File: src/rtl/tftp_pkg.sv
// Shared TFTP definitions: opcode values, parser state encoding and the well-known port.
package tftp_pkg;

    localparam logic [15:0] OP_RRQ   = 16'h0001;
    localparam logic [15:0] OP_WRQ   = 16'h0002;
    localparam logic [15:0] OP_DATA  = 16'h0003;
    localparam logic [15:0] OP_ACK   = 16'h0004;
    localparam logic [15:0] OP_ERROR = 16'h0005;
    localparam logic [15:0] OP_OACK  = 16'h0006;

    localparam logic [15:0] TFTP_PORT = 16'd69;

    typedef enum logic [2:0] {
        IDLE,
        SKIP,
        OP_HI,
        OP_LO,
        BLK_HI,
        BLK_LO,
        HOLD
    } parse_state_e;

    // One-hot opcode flag vector, bit0 = RRQ ... bit5 = OACK; zero for anything illegal.
    function automatic logic [5:0] op_onehot(input logic [15:0] op);
        logic [5:0] hot;
        hot = 6'b000000;
        case (op)
            OP_RRQ:   hot = 6'b000001;
            OP_WRQ:   hot = 6'b000010;
            OP_DATA:  hot = 6'b000100;
            OP_ACK:   hot = 6'b001000;
            OP_ERROR: hot = 6'b010000;
            OP_OACK:  hot = 6'b100000;
            default:  hot = 6'b000000;
        endcase
        return hot;
    endfunction

endpackage

File: src/rtl/tftp_be16_capture.sv
// Big-endian 16-bit field capture over two byte beats; clear has priority over both loads.
module tftp_be16_capture (
    input  logic        clk,
    input  logic        rst,
    input  logic        clear_i,
    input  logic        load_hi_i,
    input  logic        load_lo_i,
    input  logic [7:0]  byte_i,
    output logic [15:0] value_o
);

    logic [15:0] value_q;

    always_ff @(posedge clk or posedge rst) begin
        if (rst) begin
            value_q <= 16'h0000;
        end else if (clear_i) begin
            value_q <= 16'h0000;
        end else if (load_hi_i) begin
            value_q[15:8] <= byte_i;
        end else if (load_lo_i) begin
            value_q[7:0] <= byte_i;
        end
    end

    assign value_o = value_q;

endmodule

File: src/rtl/tftp_opcode_parser.sv
// Receive-path TFTP opcode parser: skips a header, decodes the opcode into sticky
// one-hot flags and captures the block number / error code that follows.
//
//  state  | meaning
//  IDLE   | no frame seen since reset, beats ignored
//  SKIP   | dropping header bytes ahead of the opcode
//  OP_HI  | next beat is the opcode high byte
//  OP_LO  | next beat is the opcode low byte, decode on it
//  BLK_HI | next beat is blk_num[15:8]
//  BLK_LO | next beat is blk_num[7:0], parse completes
//  HOLD   | parse complete, wait for the next sof
module tftp_opcode_parser
    import tftp_pkg::*;
#(
    parameter int         HDR_OFFSET = 0,
    parameter logic [5:0] OP_MASK    = 6'b111111,
    parameter int         DATA_W     = 8
) (
    input  logic              clk,
    input  logic              reset,
    input  logic              en,
    input  logic              sof,
    input  logic [DATA_W-1:0] eth_data,
    output logic              req,
    output logic              wrq,
    output logic              data,
    output logic              ack,
    output logic              err,
    output logic              oack,
    output logic              bad_op,
    output logic [15:0]       blk_num,
    output logic              blk_valid,
    output logic              done
);

    if (DATA_W != 8) begin : g_bad_data_w
        $error("tftp_opcode_parser: DATA_W must be 8");
    end
    if (HDR_OFFSET < 0 || HDR_OFFSET > 63) begin : g_bad_offset
        $error("tftp_opcode_parser: HDR_OFFSET must be 0..63");
    end

    localparam logic [5:0] SKIP_LOAD = (HDR_OFFSET > 1) ? 6'(HDR_OFFSET - 1) : 6'd0;

    parse_state_e state_q;
    logic [5:0]   skip_q;
    logic [7:0]   op_hi_q;
    logic [5:0]   flags_q;
    logic         bad_q;
    logic         valid_q;
    logic         done_q;

    logic [15:0]  opcode;
    logic [5:0]   hit;
    logic         has_blk;

    assign opcode  = {op_hi_q, eth_data};
    assign hit     = op_onehot(opcode) & OP_MASK;
    assign has_blk = (opcode == OP_DATA) || (opcode == OP_ACK) || (opcode == OP_ERROR);

    always_ff @(posedge clk or posedge reset) begin
        if (reset) begin
            state_q <= IDLE;
            skip_q  <= 6'd0;
            op_hi_q <= 8'h00;
            flags_q <= 6'b000000;
            bad_q   <= 1'b0;
            valid_q <= 1'b0;
            done_q  <= 1'b0;
        end else begin
            done_q <= 1'b0;
            if (en && sof) begin
                flags_q <= 6'b000000;
                bad_q   <= 1'b0;
                valid_q <= 1'b0;
                skip_q  <= SKIP_LOAD;
                if (HDR_OFFSET == 0) begin
                    op_hi_q <= eth_data;
                    state_q <= OP_LO;
                end else if (HDR_OFFSET == 1) begin
                    state_q <= OP_HI;
                end else begin
                    state_q <= SKIP;
                end
            end else if (en) begin
                case (state_q)
                    SKIP: begin
                        skip_q <= skip_q - 6'd1;
                        if (skip_q == 6'd1) begin
                            state_q <= OP_HI;
                        end
                    end
                    OP_HI: begin
                        op_hi_q <= eth_data;
                        state_q <= OP_LO;
                    end
                    OP_LO: begin
                        // Block-carrying opcodes defer done until the field is captured.
                        if (hit != 6'b000000) begin
                            flags_q <= hit;
                            if (has_blk) begin
                                state_q <= BLK_HI;
                            end else begin
                                done_q  <= 1'b1;
                                state_q <= HOLD;
                            end
                        end else begin
                            bad_q   <= 1'b1;
                            done_q  <= 1'b1;
                            state_q <= HOLD;
                        end
                    end
                    BLK_HI: state_q <= BLK_LO;
                    BLK_LO: begin
                        valid_q <= 1'b1;
                        done_q  <= 1'b1;
                        state_q <= HOLD;
                    end
                    default: state_q <= state_q;
                endcase
            end
        end
    end

    tftp_be16_capture u_blk_cap (
        .clk       (clk),
        .rst       (reset),
        .clear_i   (en && sof),
        .load_hi_i (en && !sof && (state_q == BLK_HI)),
        .load_lo_i (en && !sof && (state_q == BLK_LO)),
        .byte_i    (eth_data),
        .value_o   (blk_num)
    );

    assign req       = flags_q[0];
    assign wrq       = flags_q[1];
    assign data      = flags_q[2];
    assign ack       = flags_q[3];
    assign err       = flags_q[4];
    assign oack      = flags_q[5];
    assign bad_op    = bad_q;
    assign blk_valid = valid_q;
    assign done      = done_q;

endmodule

File: config.mk
export PLATFORM = sky130hd
export DESIGN_NAME = tftp_opcode_parser
export DESIGN_NICKNAME = d
export VERILOG_FILES = /design/src/rtl/tftp_pkg.sv /design/src/rtl/tftp_be16_capture.sv /design/src/rtl/tftp_opcode_parser.sv
export SDC_FILE = /design/constraint.sdc
export NUM_CORES = 1
export LEC_CHECK = 0
export ABC_AREA = 0
export CORE_MARGIN = 4
export CORE_UTILIZATION = 41
export DETAILED_ROUTE_END_ITERATION = 16
export HOLD_SLACK_MARGIN = 0.12
export MAX_ROUTING_LAYER = met4
export PLACE_DENSITY = 0.64
export SLEW_MARGIN = 20
export SYNTH_ARGS = -nofsm -noshare
export SYNTH_HDL_FRONTEND = slang
export SYNTH_SLANG_ARGS = --single-unit
export TNS_END_PERCENT = 1
File: constraint.sdc
create_clock -name clk -period 1.75 [get_ports clk]
set_input_delay 0.35 -clock clk [delete_from_list [all_inputs] [get_ports clk]]
set_output_delay 0.35 -clock clk [all_outputs]
set_load 0.02 [all_outputs]
==> impl_metrics.env, run 1 <==
export IMPL_run_status="finished clean"
export IMPL_grt_pass1_vias=1615
export IMPL_post_route_drc_count=0
export IMPL_htree_levels=2
export IMPL_wire_length_per_cell_um=14.5
export IMPL_crit_arrival_ns=1.29
export IMPL_maximum_fanout_encountered_on_the_critical_timing_path=3
export IMPL_row_count=25
export IMPL_max_slew_margin_rel=0.656
export IMPL_finClkSkew_ns=0.00502
export IMPL_final_hold_violation_count=0
export IMPL_synthDistinctLibCells=50
export IMPL_antennaDiodeCount=0
export IMPL_power_per_cell_area_nw_per_um2=1140
export IMPL_gp_routability_congestion=0.819
export IMPL_die_height_um=79.8
export IMPL_clkSlewWorstSetupHoldPaths_ns=0.08
export IMPL_synth_area_sq_um=2110
export IMPL_synth_top_flop_cell="sky130_fd_sc_hd__dfrtp_1"
export IMPL_synthMostInstantiatedCell="sky130_fd_sc_hd__dfrtp_1"
export IMPL_core_region_sq_um=4850
export IMPL_max_freq_mhz=611
export IMPL_floorplan_io_pins=37
export IMPL_tritoncts="done"
export IMPL_yosys_area_top_type="sky130_fd_sc_hd__dfrtp_1"
export IMPL_drt_pass1_iterations=4
export IMPL_netlist_instances=194
export IMPL_grt_setup_unrepaired="false"
export IMPL_totalPowerFinal_mw=3.17
export IMPL_synthDominantCellAreaShare=0.498
export IMPL_synth_ff_latch_count=42
export IMPL_clock_path_buffers=2
export IMPL_setup_violations=0
export IMPL_worstSetupPathType="flop to output port"
export IMPL_hold_class="primary input to async pin"
export IMPL_cp_data_required_time_ns=1.40
export IMPL_fin_nets=264
export IMPL_cts_hold_buffers=0
export IMPL_cts_setup_buffers=0
export IMPL_vias=1598
export IMPL_pin_count_of_the_biggest_net_entering_global_routing=43
export IMPL_ant_nets=0
export IMPL_maxCapViolCount=0
export IMPL_hpwl_after_dpl_um=3400
export IMPL_finalCritPeriodShare=0.935
export IMPL_start_util=0.436
export IMPL_vdd_drop_max_v=0.000693
export IMPL_clock_latency_ns=0.29
export IMPL_critical_path_endpoint_type="output port"
export IMPL_totalWireLength_um=4600
export IMPL_numCtsBuffers=5
export IMPL_post_synth_net_total=209
export IMPL_top_cell_types_by_occurrence_after_synthesis="sky130_fd_sc_hd__dfrtp_1, sky130_fd_sc_hd__nand2_1, sky130_fd_sc_hd__o21ai_0, sky130_fd_sc_hd__nor2_1"
export IMPL_routed_via_density=5.04
export IMPL_synth_async_sr_flop_share=1.00
export IMPL_setup_worst_path_start_class="flop"
export IMPL_p_leak_nw=1.22
export IMPL_cpMaxStageDelayCell="sky130_fd_sc_hd__clkdlybuf4s50_1"
export IMPL_antenna_found_initial=0
export IMPL_floorplan_die_area_sq_um=6360
export IMPL_globalRoute_totalOverflow=0
export IMPL_num_fill_cells=430
export IMPL_die_w_um=79.8
export IMPL_synth_enable_flop_cells=0
export IMPL_report_final_slew_viol_count=0
export IMPL_cts_repair_resized=0
export IMPL_detail_route_iter0_violations=76
export IMPL_smallest_setup_slack_after_layout_ns=0.114
export IMPL_critPathTopFamily="buffers and inverters"
export IMPL_drive_above_1_share=0.224
export IMPL_syn_mean_instance_area_sq_um=10.9
export IMPL_seq_area_frac_synth=0.498
export IMPL_postLayoutCoreUtil=0.577
export IMPL_critical_path_max_stage_delay_ns=0.62
export IMPL_grt_use_total=0.166
export IMPL_clock_root_buffer="sky130_fd_sc_hd__clkbuf_8"
export IMPL_placement_io_buffers=36
export IMPL_numClockSinks=42
export IMPL_layout_overhead_on_the_synthesized_area_pct=32.3
export IMPL_synth_top_cells_by_area="sky130_fd_sc_hd__dfrtp_1, sky130_fd_sc_hd__a22o_1, sky130_fd_sc_hd__nand2_1"
export IMPL_yosys_warnings=0
export IMPL_crit_path_buffers_inverters=1
export IMPL_fin_crit_ns=1.64
export IMPL_path_cells="clkdlybuf4s50_1"
export IMPL_worstMarginPinSlew_ns=0.513
export IMPL_preCtsSetupSlack_ns=-0.129
export IMPL_grt_pass1_wl_um=7890
[sequential cells by signal, indices dropped and copies added, names as in the netlist]
signal             count
bad_op                 1
blk_valid              1
done                   1
flags_q                6
op_hi_q                8
skip_q                 6
state_q                3
u_blk_cap.value_o     16
[report_power, final]
part / switching (mW) / internal (mW) / leakage [nW]
Sequential: 0.181 / 1.15 / 0.551
Combinational: 0.556 / 0.529 / 0.613
Clock: 0.333 / 0.426 / 0.0514
[stage by stage]
stage	cells	hold slack [ns]	instance area [sq um]	setup TNS [ns]
6_report	317	0.400	2800	0
5_1_grt	317	0.414	2800	0
4_1_cts	317	0.412	2800	0
3_5_place_dp	309	0.472	2690	-0.783
3_3_place_gp	309	0.472	2690	-0.381
2_1_floorplan	194	0.465	2110	0
[final cells by class]
cell class / instances / area, sq um / share of cell area
Multi-Input combinational cell: 131 / 942 / 0.337
Inverter: 10 / 37.5 / 0.0134
Clock inverter: 2 / 37.5 / 0.0134
Clock buffer: 6 / 72.6 / 0.0260
Timing Repair Buffer: 59 / 571 / 0.204
Sequential cell: 42 / 1050 / 0.376
Tap cell: 67 / 83.8 / 0.0300
[routing by layer]
metal	vias to the layer above	global-route usage	part of all wire
met5	-	-	0
met3	9	0.0418	0.044
met2	34	0.244	0.46
li1	796	-	-
met4	0	0.0591	0.017
met1	759	0.223	0.48
[cells by family after synthesis]
group | after synthesis | share of synthesized area
compound gates | 51 | 0.188
mux | 9 | 0.0474
xor+xnor | 3 | 0.0124
fa+ha+maj | 3 | 0.0178
buf+inv | 21 | 0.0563
simple gates | 65 | 0.180
flops | 42 | 0.498
[path summary, 6_finish.rpt]
kind                                               endpoint                             start  cells past startpoint  slack (ns)
setup / recovery                                     bad_op                bad_op$_DFFE_PP0P_                      1        0.11
hold / removal                       op_hi_q[4]$_DFFE_PP0P_                             reset                      3        0.40
setup reg to reg                     op_hi_q[1]$_DFFE_PP0P_            state_q[1]$_DFFE_PP0P_                      5        0.15
min in group clk           u_blk_cap.value_o[7]$_DFFE_PP0P_  u_blk_cap.value_o[7]$_DFFE_PP0P_                      2        0.48
max in group asynchronous             blk_valid$_DFFE_PP0P_                             reset                      3        1.14
hold reg to reg            u_blk_cap.value_o[7]$_DFFE_PP0P_  u_blk_cap.value_o[7]$_DFFE_PP0P_                      2        0.48
[placed cells by master, fill, tap and decap left out, types with 2 or more instances in the layout]
cell and n:
sky130_fd_sc_hd__xor2_1 3, sky130_fd_sc_hd__a21oi_1 4, sky130_fd_sc_hd__o2bb2ai_1 3, sky130_fd_sc_hd__and2_1 4, sky130_fd_sc_hd__o22ai_1 3, sky130_fd_sc_hd__nor2b_1 3, sky130_fd_sc_hd__o21ai_0 13, sky130_fd_sc_hd__nand2_1 23
sky130_fd_sc_hd__a2bb2oi_1 2, sky130_fd_sc_hd__ha_1 3, sky130_fd_sc_hd__nand2b_1 4, sky130_fd_sc_hd__clkbuf_8 5, sky130_fd_sc_hd__nor2_1 11, sky130_fd_sc_hd__buf_12 3, sky130_fd_sc_hd__buf_4 20, sky130_fd_sc_hd__mux2_2 7
sky130_fd_sc_hd__nor3_1 3, sky130_fd_sc_hd__a31oi_1 2, sky130_fd_sc_hd__dfrtp_1 42, sky130_fd_sc_hd__nor3_2 2, sky130_fd_sc_hd__clkdlybuf4s50_1 36, sky130_fd_sc_hd__inv_1 10, sky130_fd_sc_hd__o21ai_2 3, sky130_fd_sc_hd__and3b_2 2
sky130_fd_sc_hd__a22o_1 10, sky130_fd_sc_hd__and4_4 2
No activity file was read; power rests on OpenSTA's default activity.
==> run 2, diff against run 1 <==
--- a/config.mk
+++ b/config.mk
@@ -6,7 +6,6 @@
 export NUM_CORES = 1
 export LEC_CHECK = 0
 export ABC_AREA = 0
-export CORE_MARGIN = 4
 export CORE_UTILIZATION = 41
 export DETAILED_ROUTE_END_ITERATION = 16
 export HOLD_SLACK_MARGIN = 0.12
==> run 2 against run 1 <==
Effect of this change: clock power shrank 11%; critical endpoint is now blk_num[14]; sequential share of layout area grew 0.23 points; count of clock-buffer cells in the layout is the same; combinational power is essentially flat; die area shrank 14%; power shrank 3.5%; global-route usage grew 3.5 points; highest routed layer unchanged; worst setup slack lost 0.027 ns.
==> impl_metrics.env, run 2 (synthesized netlist as in run 1, its figures left out) <==
export IMPL_top_usage_layer="met2"
export IMPL_clock_root_buffer="sky130_fd_sc_hd__clkbuf_8"
export IMPL_grt_pass1_vias=1624
export IMPL_grt_use_total=0.201
export IMPL_htree_levels=2
export IMPL_vdd_drop_max_v=0.000531
export IMPL_die_height_um=73.8
export IMPL_critical_path_endpoint_type="output port"
export IMPL_critical_path_max_stage_delay_ns=0.63
export IMPL_finalCritPeriodShare=0.950
export IMPL_layoutNonFillerInstCount=317
export IMPL_share_seq_of_total_power=0.439
export IMPL_grt_pass1_wl_um=7870
export IMPL_sw_frac_of_total=0.354
export IMPL_totalPowerFinal_mw=3.07
export IMPL_cpMaxStageDelayCell="sky130_fd_sc_hd__clkdlybuf4s50_1"
export IMPL_setup_violations=0
export IMPL_gp_routability_congestion=0.839
export IMPL_floorplan_die_area_sq_um=5440
export IMPL_maxCapViolCount=0
export IMPL_run_status="finished clean"
export IMPL_fin_crit_ns=1.66
export IMPL_report_final_slew_viol_count=0
export IMPL_post_route_drc_count=0
export IMPL_drt_pass1_iterations=4
export IMPL_numCtsBuffers=5
export IMPL_num_fill_cells=438
export IMPL_start_util=0.436
export IMPL_totalWireLength_um=4670
export IMPL_finClkSkew_ns=0.00724
export IMPL_detail_route_iter0_violations=67
export IMPL_multiInputGateArea_sq_um=942
export IMPL_cp_data_required_time_ns=1.40
export IMPL_row_count=25
export IMPL_antennaDiodeCount=0
export IMPL_grt_setup_unrepaired="false"
export IMPL_layout_cells_most_common="sky130_fd_sc_hd__dfrtp_1"
export IMPL_power_share_combinational=0.341
export IMPL_grt_util_met3=0.0480
export IMPL_final_seq_area_sq_um=1050
export IMPL_antenna_found_initial=0
export IMPL_hold_class="primary input to async pin"
export IMPL_sw_power_mw=1.08
export IMPL_met2_usage=0.297
export IMPL_clock_latency_ns=0.30
export IMPL_most_common_layout_cells="sky130_fd_sc_hd__dfrtp_1, sky130_fd_sc_hd__clkdlybuf4s50_1, sky130_fd_sc_hd__nand2_1"
export IMPL_numClockSinks=42
export IMPL_floorplan_io_pins=37
export IMPL_vias=1613
export IMPL_place_detailed_instances=309
export IMPL_met1_usage=0.265
export IMPL_clock_share_of_power=0.220
export IMPL_worstSetupPathType="flop to output port"
export IMPL_placement_io_buffers=36
export IMPL_drive_above_1_share=0.232
export IMPL_fin_nets=264
export IMPL_crit_arrival_ns=1.31
export IMPL_clock_path_buffers=2
export IMPL_die_w_um=73.8
export IMPL_crit_path_buffers_inverters=1
export IMPL_maximum_fanout_encountered_on_the_critical_timing_path=2
export IMPL_cts_setup_buffers=0
export IMPL_power_per_cell_area_nw_per_um2=1100
export IMPL_p_leak_nw=1.21
export IMPL_cts_hold_buffers=0
export IMPL_power_report_internal_total_mw=1.98
export IMPL_layout_overhead_on_the_synthesized_area_pct=31.7
export IMPL_core_region_sq_um=4850
export IMPL_critPathTopFamily="buffers and inverters"
export IMPL_worstMarginPinSlew_ns=0.477
export IMPL_globalRoute_totalOverflow=0
export IMPL_cts_repair_resized=0
export IMPL_ant_nets=0
export IMPL_wire_length_per_cell_um=14.7
export IMPL_routed_via_density=5.09
export IMPL_clkSlewWorstSetupHoldPaths_ns=0.09
export IMPL_pin_count_of_the_biggest_net_entering_global_routing=43
export IMPL_max_freq_mhz=602
export IMPL_hpwl_after_dpl_um=3270
export IMPL_tritoncts="done"
export IMPL_largest_register_ffs=16
export IMPL_final_hold_violation_count=0
export IMPL_max_slew_margin_rel=0.680
export IMPL_setup_worst_path_start_class="flop"
export IMPL_path_cells="clkdlybuf4s50_1"
==> run 2: power groups by stage <==
stage	combinational [mW]	clock, mW	sequential (mW)
floorplan	0.808	0	1.31
global placement	1.03	0	1.35
detailed placement	1.04	0	1.36
CTS	1.05	0.690	1.34
global route	1.17	0.725	1.38
finish	1.05	0.674	1.34
==> run 2: stage by stage <==
step / TNS, ns / instance area [sq um] / util / worst slack, ns / hold WS, ns
after global placement: -0.646 / 2690 / 0.554 / -0.0938 / 0.478
after CTS: 0 / 2780 / 0.573 / 0.0870 / 0.403
final: 0 / 2780 / 0.574 / 0.0876 / 0.387
after global routing: 0 / 2780 / 0.574 / 0.0591 / 0.430
after detailed placement: -1.11 / 2690 / 0.554 / -0.134 / 0.480
after floorplan: 0 / 2110 / - / 0.332 / 0.465
==> run 2: path summary, 6_finish.rpt <==
kind,start,slack [ns],endpoint,cells past startpoint
setup / recovery,u_blk_cap.value_o[14]$_DFFE_PP0P_,0.09,blk_num[14],1
hold / removal,reset,0.39,op_hi_q[4]$_DFFE_PP0P_,3
setup reg to reg,state_q[1]$_DFFE_PP0P_,0.19,state_q[0]$_DFFE_PP0P_,5
hold reg to reg,op_hi_q[1]$_DFFE_PP0P_,0.50,op_hi_q[1]$_DFFE_PP0P_,1
max in group asynchronous,reset,1.13,op_hi_q[1]$_DFFE_PP0P_,3
min in group clk,op_hi_q[1]$_DFFE_PP0P_,0.50,op_hi_q[1]$_DFFE_PP0P_,1
==> run 2: final cells by class <==
| cell class | instances | area share |
|---|---|---|
| Sequential cell | 42 | 0.378 |
| Timing Repair Buffer | 59 | 0.205 |
| Clock buffer | 6 | 0.0297 |
| Clock inverter | 2 | 0.00450 |
| Inverter | 10 | 0.0135 |
| Tap cell | 67 | 0.0301 |
| Multi-Input combinational cell | 131 | 0.339 |
==> run 2: metal layers <==
| metal | part of all wire | vias up |
|---|---|---|
| met5 | 0 | - |
| met4 | 0.021 | 0 |
| met3 | 0.036 | 11 |
| met2 | 0.45 | 33 |
| met1 | 0.49 | 771 |
| li1 | - | 798 |
==> run 2: tightest hold or removal path, stage by stage <==
cell	delay (ns)
sky130_fd_sc_hd__clkdlybuf4s50_1	0.39
sky130_fd_sc_hd__inv_1	0.09
sky130_fd_sc_hd__buf_12	0.23
==> run 3, diff against run 2 <==
--- a/config.mk
+++ b/config.mk
@@ -7,10 +7,10 @@
 export LEC_CHECK = 0
 export ABC_AREA = 0
 export CORE_UTILIZATION = 41
+export CTS_CLUSTER_SIZE = 14
 export DETAILED_ROUTE_END_ITERATION = 16
 export HOLD_SLACK_MARGIN = 0.12
 export MAX_ROUTING_LAYER = met4
-export PLACE_DENSITY = 0.64
 export SLEW_MARGIN = 20
 export SYNTH_ARGS = -nofsm -noshare
 export SYNTH_HDL_FRONTEND = slang
==> run 3 against run 2 <==
Effect of this change: core utilization grew 1.4 points; fmax grew 1.8%; count of clock-buffer cells in the layout shrank 1; routed wire length grew 2.2%; non-clock buffer count grew 7; power grew 4.5%; flip-flop and latch count is the same; global-route usage grew 0.25 points; clock power grew 16%; sequential share of layout area shrank 0.97 points; worst setup slack gained 0.029 ns.
==> impl_metrics.env, run 3 (synthesized netlist as in run 1, its figures left out) <==
export IMPL_maxCapViolCount=0
export IMPL_floorplan_die_area_sq_um=5440
export IMPL_layout_overhead_on_the_synthesized_area_pct=35.0
export IMPL_max_freq_mhz=612
export IMPL_ant_nets=0
export IMPL_worstMarginPinSlew_ns=0.568
export IMPL_r2r_end="skip_q[2]$_DFFE_PP0P_"
export IMPL_fin_tns_setup_ns=0
export IMPL_final_hold_violation_count=0
export IMPL_grt_use_total=0.203
export IMPL_htree_levels=2
export IMPL_cpMaxStageDelayCell="sky130_fd_sc_hd__clkdlybuf4s50_1"
export IMPL_critical_path_max_stage_delay_ns=0.61
export IMPL_gp_routability_congestion=0.851
export IMPL_hold_class="primary input to async pin"
export IMPL_num_fill_cells=433
export IMPL_totalPowerFinal_mw=3.20
export IMPL_cp_data_required_time_ns=1.40
export IMPL_drive_above_1_share=0.249
export IMPL_placement_io_buffers=36
export IMPL_cts_hold_buffers=0
export IMPL_crit_arrival_ns=1.28
export IMPL_numCtsBuffers=5
export IMPL_p_leak_nw=1.25
export IMPL_totalWireLength_um=4770
export IMPL_wire_length_per_cell_um=14.7
export IMPL_row_count=25
export IMPL_tritoncts="done"
export IMPL_clock_path_buffers=2
export IMPL_grt_pass1_wl_um=8040
export IMPL_die_w_um=73.8
export IMPL_hpwl_after_dpl_um=3510
export IMPL_core_region_sq_um=4850
export IMPL_antennaDiodeCount=0
export IMPL_grt_pass1_vias=1632
export IMPL_largest_register_ffs=16
export IMPL_vias=1664
export IMPL_critical_path_endpoint_type="output port"
export IMPL_critPathTopFamily="buffers and inverters"
export IMPL_post_route_drc_count=0
export IMPL_clock_latency_ns=0.30
export IMPL_globalRoute_totalOverflow=0
export IMPL_finalCritPeriodShare=0.933
export IMPL_maximum_fanout_encountered_on_the_critical_timing_path=2
export IMPL_report_final_slew_viol_count=0
export IMPL_r2r_start="state_q[0]$_DFFE_PP0P_"
export IMPL_numClockSinks=42
export IMPL_floorplan_io_pins=37
export IMPL_detail_route_iter0_violations=59
export IMPL_start_util=0.436
export IMPL_vdd_drop_max_v=0.000606
export IMPL_power_per_cell_area_nw_per_um2=1120
export IMPL_r2r_slack_ns=0.16
export IMPL_worstSetupPathType="flop to output port"
export IMPL_most_common_layout_cells="sky130_fd_sc_hd__dfrtp_1, sky130_fd_sc_hd__clkdlybuf4s50_1, sky130_fd_sc_hd__buf_4"
export IMPL_antenna_found_initial=0
export IMPL_die_height_um=73.8
export IMPL_setup_worst_path_start_class="flop"
export IMPL_finClkSkew_ns=0.00688
export IMPL_run_status="finished clean"
export IMPL_layout_cells_most_common="sky130_fd_sc_hd__dfrtp_1"
export IMPL_placedInstanceArea_sq_um=2740
export IMPL_routed_via_density=5.14
export IMPL_path_cells="clkdlybuf4s50_1"
export IMPL_rr_worst_depth=5
export IMPL_grt_setup_unrepaired="false"
export IMPL_pin_count_of_the_biggest_net_entering_global_routing=43
export IMPL_fin_nets=271
export IMPL_worst_hold_slack_ns=0.407
export IMPL_drt_pass1_iterations=4
export IMPL_clock_root_buffer="sky130_fd_sc_hd__clkbuf_8"
export IMPL_crit_path_buffers_inverters=1
export IMPL_setup_violations=0
export IMPL_cts_setup_buffers=0
export IMPL_stdcell_area_sq_um=2850
export IMPL_max_slew_margin_rel=0.619
export IMPL_clkSlewWorstSetupHoldPaths_ns=0.09
export IMPL_cts_repair_resized=0
export IMPL_fin_crit_ns=1.63
[run 3: final cells by class]
class	count	area (sq um)	share of cell area
sequential	42	1050	0.369
inverter	10	37.5	0.0132
tap	67	83.8	0.0294
clock buffer	5	68.8	0.0241
multi-input combinational	131	942	0.330
timing repair buffer	66	623	0.219
clock inverter	3	45.0	0.0158
[run 3: layer usage]
| metal | part of all wire | vias up | global-route usage |
|---|---|---|---|
| li1 | - | 811 | - |
| met1 | 0.47 | 813 | 0.268 |
| met3 | 0.034 | 7 | 0.0439 |
| met2 | 0.48 | 33 | 0.317 |
| met4 | 0.010 | 0 | 0.0556 |
| met5 | 0 | - | - |
[run 3: worst max-delay path by stage]
stage                                                 start                          endpoint  slack (ns)  cells past startpoint
final                     u_blk_cap.value_o[11]$_DFFE_PP0P_                       blk_num[11]        0.12                      1
after global routing                 state_q[0]$_DFFE_PP0P_             skip_q[2]$_DFFE_PP0P_        0.05                      5
after CTS                 u_blk_cap.value_o[14]$_DFFE_PP0P_                       blk_num[14]         0.1                      1
after detailed placement                                sof  u_blk_cap.value_o[4]$_DFFE_PP0P_       -0.12                      4
after global placement                          eth_data[4]            flags_q[2]$_DFFE_PP0P_       -0.09                      5
after floorplan                      state_q[1]$_DFFE_PP0P_            state_q[0]$_DFFE_PP0P_        0.33                      6
[run 3: where the power goes]
part | total [mW] | switching, mW | leakage, nW | internal [mW]
clock | 0.784 | 0.360 | 0.0504 | 0.425
sequential | 1.34 | 0.191 | 0.551 | 1.15
combinational | 1.08 | 0.556 | 0.647 | 0.523
total | 3.20 | 1.11 | 1.25 | 2.10
[run 3: through the flow]
step / setup slack [ns] / std cells / util
global route: 0.0472 / 324 / 0.588
global placement: -0.0885 / 316 / 0.565
detailed placement: -0.118 / 316 / 0.565
floorplan: 0.332 / 194 / -
CTS: 0.0994 / 324 / 0.588
finish: 0.117 / 324 / 0.588
